==> src/rtl/pc_unit.sv <==
// rtl/pc_unit.sv - program counter and fetch-request unit of the semiMIPS front end
module pc_unit #(
    parameter logic [31:0] RESET_VECTOR = 32'h0000_0000
) (
    input  logic        clk,
    input  logic        rst,
    input  logic [1:0]  pcsrc,
    input  logic [31:0] resolve_pc4,
    input  logic [15:0] branch_offset,
    input  logic [25:0] jump_index,
    input  logic        stall,
    input  logic        imem_ready,
    output logic        imem_req,
    output logic [31:0] imem_addr,
    output logic [31:0] pc,
    output logic [31:0] pc_plus4,
    output logic        flush
);

    typedef enum logic [1:0] {
        BOOT    = 2'd0,
        RUN     = 2'd1,
        PENDING = 2'd2
    } state_t;

    state_t      state, state_next;
    logic [31:0] pc_q, pc_next;
    logic [31:0] pend_addr, pend_next;
    logic [31:0] branch_target, jump_target, target;
    logic        redirect, fetch_ok;

    always_comb begin
        branch_target = resolve_pc4 + {{14{branch_offset[15]}}, branch_offset, 2'b00};
        jump_target   = {resolve_pc4[31:28], jump_index, 2'b00};
        redirect      = (pcsrc == 2'b01) || (pcsrc == 2'b10);
        target        = (pcsrc == 2'b10) ? jump_target : branch_target;
        fetch_ok      = imem_ready && !stall;
    end

    always_ff @(posedge clk) begin
        if (rst) begin
            state     <= BOOT;
            pc_q      <= RESET_VECTOR;
            pend_addr <= 32'h0000_0000;
        end else begin
            state     <= state_next;
            pc_q      <= pc_next;
            pend_addr <= pend_next;
        end
    end

    always_comb begin
        state_next = state;
        pc_next    = pc_q;
        pend_next  = pend_addr;
        imem_req   = 1'b0;
        flush      = 1'b0;
        case (state)
            BOOT: begin
                state_next = RUN;
            end
            RUN: begin
                imem_req = 1'b1;
                if (redirect) begin
                    flush = 1'b1;
                    if (fetch_ok) begin
                        pc_next = target;
                    end else begin
                        pend_next  = target;
                        state_next = PENDING;
                    end
                end else if (fetch_ok) begin
                    pc_next = pc_q + 32'd4;
                end
            end
            PENDING: begin
                // The buffered redirect is older than anything arriving now, so it wins.
                if (fetch_ok) begin
                    pc_next    = pend_addr;
                    state_next = RUN;
                end
            end
            default: begin
                state_next = BOOT;
            end
        endcase
    end

    assign pc        = pc_q;
    assign imem_addr = pc_q;
    assign pc_plus4  = pc_q + 32'd4;

endmodule

==> config.mk <==
export PLATFORM = sky130hd
export DESIGN_NAME = pc_unit
export DESIGN_NICKNAME = d
export VERILOG_FILES = /design/src/rtl/pc_unit.sv
export SDC_FILE = /design/constraint.sdc
export NUM_CORES = 1
export LEC_CHECK = 0
export CORE_MARGIN = 2
export CORE_UTILIZATION = 49
export CTS_CLUSTER_SIZE = 8
export DETAILED_ROUTE_END_ITERATION = 16
export PLACE_DENSITY = 0.89
export SKIP_LAST_GASP = 1
export SYNTH_ARGS = -nofsm -noshare
export SYNTH_HDL_FRONTEND = slang
export SYNTH_SLANG_ARGS = --single-unit
==> constraint.sdc <==
create_clock -name clk -period 3.5 [get_ports clk]
set_clock_uncertainty 0.15 [all_clocks]
set_input_delay 0.7 -clock clk [delete_from_list [all_inputs] [get_ports clk]]
set_output_delay 0.7 -clock clk [all_outputs]
set_load 0.05 [all_outputs]
==> results of run 1 <==
layer usage:
| layer | wire length [µm] | global-route usage, % |
|---|---|---|
| met2 | 9412 | 48.08 |
| met5 | 0 | 0 |
| met4 | 406 | 10.04 |
| met3 | 1850 | 4.428 |
| met1 | 8356 | 40.04 |
final timing paths:
kind / startpoint / endpoint / slack (ps) / depth (start not counted)
min reg2reg: pend_addr[17] / pend_addr[17] / 300 / 2
max: imem_addr[12] / pc_plus4[30] / 120 / 8
min: pend_addr[17] / pend_addr[17] / 300 / 2
max reg2reg: imem_addr[12] / imem_addr[31] / 830 / 7
tightest hold or removal path, delay by kind of cell (launching register included):
kind             cells  cell delay, ps
flip-flops           1             300
AND/OR/NAND/NOR      1              50
AO/OA/AOI/OAI        1              50
cells by family after synthesis:
family / synth area share [%]
multiplexers: 3.551
AO/OA/AOI/OAI: 28.08
XOR/XNOR: 6.647
flip-flops: 21.80
AND/OR/NAND/NOR: 23.66
adder cells (fa/ha/maj): 7.349
buffers and inverters: 8.918
timing repair:
| item | in CTS | in global routing |
|---|---|---|
| endpoints found under the setup margin | 2 | 18 |
| hold buffers | 0 | 0 |
| resized for setup | 2 | 14 |
| pin swaps | 0 | 1 |
stage by stage:
step / hold WS [ps] / utilization (%) / power [µW] / setup slack, ps / cells
global route: 313.4 / 71.05 / 3590 / 2.901 / 1169
CTS: 295.0 / 70.43 / 3411 / 62.11 / 1169
detailed placement: 287.9 / 68.03 / 2526 / -230.9 / 1153
finish: 295.5 / 71.05 / 3439 / 122.8 / 1169
global placement: 283.7 / 68.03 / 2496 / -123.4 / 1153
floorplan: 276.6 / - / 1979 / 13.47 / 821
Yosys cell counts (all sizes together), types with 11 or more instances:
cell and n:
nor2 92, dfxtp 66, xnor2 35, nand2 84, inv 17, nor3 19, a21oi 69, buf 43
xor2 11, mux2i 17, a211oi 31, o21ai 57, ha 34, clkbuf 42, nand3 26
where the power goes:
part	total, µW	switching, µW	leakage (µW)	internal (µW)
sequential	904	75.7	0.000538	828
clock	883	334	0.000136	549
combinational	1650	993	0.00279	659
area by class of cell:
cell class	instances	share of cell area, %
inverters	18	0.7884
flip-flops and latches	66	15.43
well taps	168	2.453
multi-input cells	652	50.33
clock inverters	5	0.6424
repair buffers	249	27.64
clock buffers	11	2.716
state kept, by name, summed over array words and instances, names as in the netlist:
| name | flops |
|---|---|
| state | 2 |
| imem_addr | 32 |
| pend_addr | 32 |
placed cells by master, fill, tap and decap left out, types with 17 or more instances in the layout:
cell / instances
inv_1: 17
ha_1: 30
xnor2_1: 29
nand3_1: 26
nor2_1: 89
buf_4: 83
o21ai_0: 49
nor3_1: 19
clkdlybuf4s50_1: 152
nand2_1: 84
mux2i_1: 17
a211oi_1: 31
a21oi_1: 67
dfxtp_1: 65
==> impl_results.md, run 1 <==
- Syn nets: 936
- Max Clk Rate: 0.2961 GHz
- Worst rel slew slack: between 50% and 60%
- Max VDD drop: approximately 0.28 mV
- Number of synthesized register bits: 66
- Synthesized instance count: a little over 800
- Pin count of the biggest net entering global routing: between 50 and 60
- Die width: roughly 120 µm
- Post-synth EDFFs: 0
- Clock-pin slew on the worst setup and hold paths: 50 ps
- Fin. Hold Viols: 0
- Cell Chain, Critical Path: nand4_1, nor4_2, buf_4, nand2b_1, nor2_2, nand2_1, xnor2_4, buf_12
- Synth Area per Inst: 7.382 µm²
- Vias in the first global route: between 6000 and 7000
- Setup crit start kind: register
- Req. time, crit path: 2650 ps
- Cell taking the most area after synthesis: dfxtp_1
- Final setup viols: 0
- Post-layout min period: 3377 ps
- Post-route ant nets: 0
- Core box area: 12060 µm²
- Root buf cell: clkbuf_16
- DPL Wire Length: between 10000 and 15000 µm
- Main synth FF type: dfxtp_1
- Placed cell area: 8205 µm²
- CP top delay family: simple AND/OR/NAND/NOR gates
- Residual DRC count: 0
- Synth top area cells: dfxtp_1 22%, ha_1 7.0%, nor2_1 5.7%
- Register area share after synthesis: a little over a fifth
- Worst stage delay on the critical path: 460 ps
- Insertion delay to the later sink of the worst-skew pair: 340 ps
- Maximum fanout along the worst path: 7
- Final instance area: 8569 µm²
- Area of the mapped netlist: 6061 µm²
- Area growth, synth to finish: 41.39%
- Die Span Y: about 120 µm
- CTS Buffer Depth: 2
- Die area: about 13000 µm²
- Final period utilization: 96.49%
- Layout fillers: ~920
- Hold Path Class: register to register
- Row count: 40
- LEAKAGE: 0.003460 µW
- Grt ovf: 0
- Area of the multi-input gates: 4313 µm²
- CTS Sinks: 66
- Initial DRC count: 615
- RSZ-0062 raised after global routing: false
- TritonCTS Buffers: 9
- Max Cap Viol: 0
- Routability cong.: 0.9059
- Final wirelength: 20030 µm
- Port buffer count: 177
- Overall Global Routing Usage: roughly 30%
- Max Slew Vio Count: 0
- Wire length per cell: 17.13 µm
- Ports: ~180
- H-Tree Depth: 3
- Setup TNS: 0 ps
- Nets: 1111
- Yosys top cell area share: 21.80%
- Outcome: finished, final reports clean
- Via count: 6957
- YS warnings: 0
- PwrDens: 401.3 nW/µm²
- CP max-delay cell: dfxtp_1
- Diodes inserted: 0
- Starting density of the core: 50.25%
- Antenna violations before repair: 0
- Critical Path End Type: output pin
- CTS tree: yes
- Slew at the pin with the worst max-slew slack: about 700 ps
- Routed vias/inst: 5.951
- Share of post-route cells with drive strength above 1: 14.79%
- WS Path Type: register to output pin
- Post-CTS Setup Inserts: 0
- First-pass GRT wire length: 31840 µm
- Cell variety after synth: between 70 and 80
- Reg area: roughly 1300 µm²
- Worst Path Arrival: between 2000 and 3000 ps
- Drt pass-1 iters: 5
- Share of flip-flops with an asynchronous set or reset: 0%
- Buf/Inv on CP: 2
Note: power is estimated with default switching activity, not from simulation.
==> run 2: changes to the inputs <==
--- a/config.mk
+++ b/config.mk
@@ -9,6 +9,7 @@
 export CORE_UTILIZATION = 49
 export CTS_CLUSTER_SIZE = 8
 export DETAILED_ROUTE_END_ITERATION = 16
+export HOLD_SLACK_MARGIN = 0.12
 export PLACE_DENSITY = 0.89
 export SKIP_LAST_GASP = 1
 export SYNTH_ARGS = -nofsm -noshare
==> results of run 2 <==
No change in the layout: final DEF, timing and power equal those of run 1.
==> run 3: changes to the inputs <==
--- a/config.mk
+++ b/config.mk
@@ -5,12 +5,13 @@
 export SDC_FILE = /design/constraint.sdc
 export NUM_CORES = 1
 export LEC_CHECK = 0
-export CORE_MARGIN = 2
-export CORE_UTILIZATION = 49
+export CORE_MARGIN = 1.5
+export CORE_UTILIZATION = 62
 export CTS_CLUSTER_SIZE = 8
 export DETAILED_ROUTE_END_ITERATION = 16
+export DONT_BUFFER_PORTS = 1
 export HOLD_SLACK_MARGIN = 0.12
-export PLACE_DENSITY = 0.89
+export PLACE_DENSITY = 0.85
 export SKIP_LAST_GASP = 1
 export SYNTH_ARGS = -nofsm -noshare
 export SYNTH_HDL_FRONTEND = slang
==> impl_results.md, run 3 (synthesized netlist as in run 1, its figures left out) <==
- Outcome: finished, final reports clean
- Starting density of the core: 64.67% (+14 points)
- Port buffer count: 0 (-100%)
- Post-route ant nets: 0 (unchanged)
- Worst rel slew slack: 44.60% (-8.8 points)
- WS Path Type: register to output pin
- Commonest non-fill, non-tap cell in the layout: nor2_1
- Slew at the pin with the worst max-slew slack: 831.0 ps (+131.7 ps)
- Max Clk Rate: 0.2922 GHz (-1.3%)
- Endpoint with the worst hold slack: pend_addr[25]
- Setup WS post-layout: 77.19 ps (-45.60 ps)
- Buf/Inv on CP: 0 (-2)
- Die area: 10380 µm² (-22%)
- Die width: 101.9 µm (-12%)
- PwrDens: 440.8 nW/µm² (+9.8%)
- Max Slew Vio Count: 0 (unchanged)
- Root buf cell: clkbuf_8
- Clock-pin slew on the worst setup and hold paths: 80 ps (+30 ps)
- CTS Buffer Depth: 2 (unchanged)
- Die Span Y: 101.9 µm (-12%)
- Pin count of the biggest net entering global routing: 59 (+3.5%)
- Max Cap Viol: 0 (unchanged)
- Final setup viols: 0 (unchanged)
- Crit path from: imem_addr[13]
- Routability cong.: 0.9445 (+4.3%)
- CTS tree: yes
- Share of post-route cells with drive strength above 1: 15.63% (+0.84 points)
- CTS Sinks: 66 (unchanged)
- Grt ovf: 0 (unchanged)
- Final period utilization: 97.79% (+1.3 points)
- Cell Chain, Critical Path: nand4_1, or2_1, nor4_4, nand3_1, xnor2_2
- Worst Path Arrival: 2570 ps (+40 ps)
- Area growth, synth to finish: 9.744%
- Reg-to-Reg Start: imem_addr[13]
- Most frequent cells in the layout: 89 x nor2_1, 84 x nand2_1, 77 x buf_4
- Post-layout min period: 3423 ps (+45.60 ps)
- Antenna violations before repair: 1 (+1)
- H-Tree Depth: 3 (unchanged)
- Row count: 35 (-13%)
- Vias in the first global route: 5894 (-9.9%)
- Final wirelength: 18880 µm (-5.7%)
- CP max-delay cell: xnor2_2
- Worst slack, placed: 3.590 ps (+234.5 ps)
- Wire length per cell: 19.63 µm (+15%)
- Overall Global Routing Usage: 35.60% (+6.1 points)
- Initial DRC count: 622 (+1.1%)
- Ports: 178 (unchanged)
- Nets: 942 (-15%)
- Maximum fanout along the worst path: 4 (-3)
- DPL Wire Length: 14010 µm (-5.7%)
- Max VDD drop: 0.2483 mV (-12%)
- Critical Path End Type: output pin
- Hold Path Class: input port to register
- Setup crit start kind: register
- Fin. Hold Viols: 0 (unchanged)
- Reg-to-reg slack, setup: 700 ps (-130 ps)
- Hold Path Origin: rst
- Drt pass-1 iters: 8 (+3)
- Req. time, crit path: 2650 ps (about the same)
- R2R cell count: 7 (unchanged)
- Hold path cells: 1 (-1)
- Worst hold slack: 265.5 ps (-29.99 ps)
- First-pass GRT wire length: 29330 µm (-7.9%)
- Routed vias/inst: 6.633 (+11%)
- Reg-to-Reg End: imem_addr[29]
- Worst stage delay on the critical path: 610 ps (+150 ps)
- Core box area: 9371 µm² (-22%)
- CP top delay family: simple AND/OR/NAND/NOR gates
- Via count: 6381 (-8.3%)
- LEAKAGE: 0.002731 µW (-21%)
- Insertion delay to the later sink of the worst-skew pair: 360 ps (+20 ps)
- Residual DRC count: 0 (unchanged)
- TritonCTS Buffers: 9 (unchanged)
==> run 3: cell count changes in the layout (fill, tap and decap cells not counted), moves of 2 or more <==
| cell | previous run | this run |
|---|---|---|
| clkdlybuf4s50_1 | 152 | 0 |
| clkbuf_8 | 0 | 10 |
| clkbuf_16 | 9 | 0 |
| buf_4 | 83 | 77 |
| buf_12 | 8 | 3 |
| dlymetal6s2s_1 | 4 | 0 |
| clkinv_4 | 0 | 2 |
| clkinvlp_4 | 2 | 0 |
| ha_1 | 30 | 32 |
| ha_4 | 2 | 0 |
==> run 3: metrics by stage <==
step / util, % / TNS (ps) / total power [µW] / cells / area (µm²)
CTS: 70.75 / 0 / 2901 / 960 / 6630
floorplan: - / 0 / 1979 / 821 / 6098
detailed placement: 68.58 / 0 / 2242 / 944 / 6427
global route: 70.95 / -11.87 / 3055 / 961 / 6649
global placement: 68.58 / 0 / 2207 / 944 / 6427
finish: 70.97 / 0 / 2932 / 962 / 6651
==> run 3: worst max-delay path by stage <==
stage | to | depth (start not counted)
2_1_floorplan | pc_plus4[31] | 5
3_3_place_gp | imem_addr[24] | 11
3_5_place_dp | imem_addr[30] | 10
4_1_cts | pc_plus4[30] | 7
5_1_grt | pc_plus4[30] | 8
6_report | pc_plus4[29] | 5
==> run 3: per-layer routing <==
metal / GRT usage [%] / part of all wire (%) / vias up / wire length [µm]
met5: 0 / 0 / - / 0
met4: 15.07 / 3.0 / 0 / 561
met2: 54.41 / 44 / 438 / 8289
li1: - / - / 2945 / -
met3: 10.05 / 11 / 56 / 2145
met1: 47.24 / 42 / 2942 / 7883
==> run 3: what timing repair did <==
item | 4_1_cts | 5_1_grt
buffers inserted | 0 | 1
hold buffers | 0 | 0
gates resized for setup | 0 | 2
endpoints found under the setup margin | 0 | 3
hold endpoints to repair | 0 | 0
==> run 3: cell type report <==
cell class                 count  area, µm²
tap                          129      161.4
multi-input combinational    652       4258
clock inverter                 5      61.31
inverter                      18      67.56
fill                         779       2720
clock buffer                  11      141.4
sequential                    66       1321
antenna                        1      2.502
timing repair buffer          80      638.1
==> run 3: where the power goes <==
| part | total [µW] | switching (µW) | internal, µW |
|---|---|---|---|
| registers | 869 | 43.0 | 826 |
| logic | 1390 | 969 | 421 |
| clock network | 673 | 320 | 353 |
==> run 3: worst reg2reg max path, stage by stage, from the launching register on <==
cell     delay (ps)
dfxtp_1         360
nand4_1         260
or2_1           380
nor4_4          420
nand3_1         190
xnor2_2         610
a21oi_1         170
a21oi_1         200
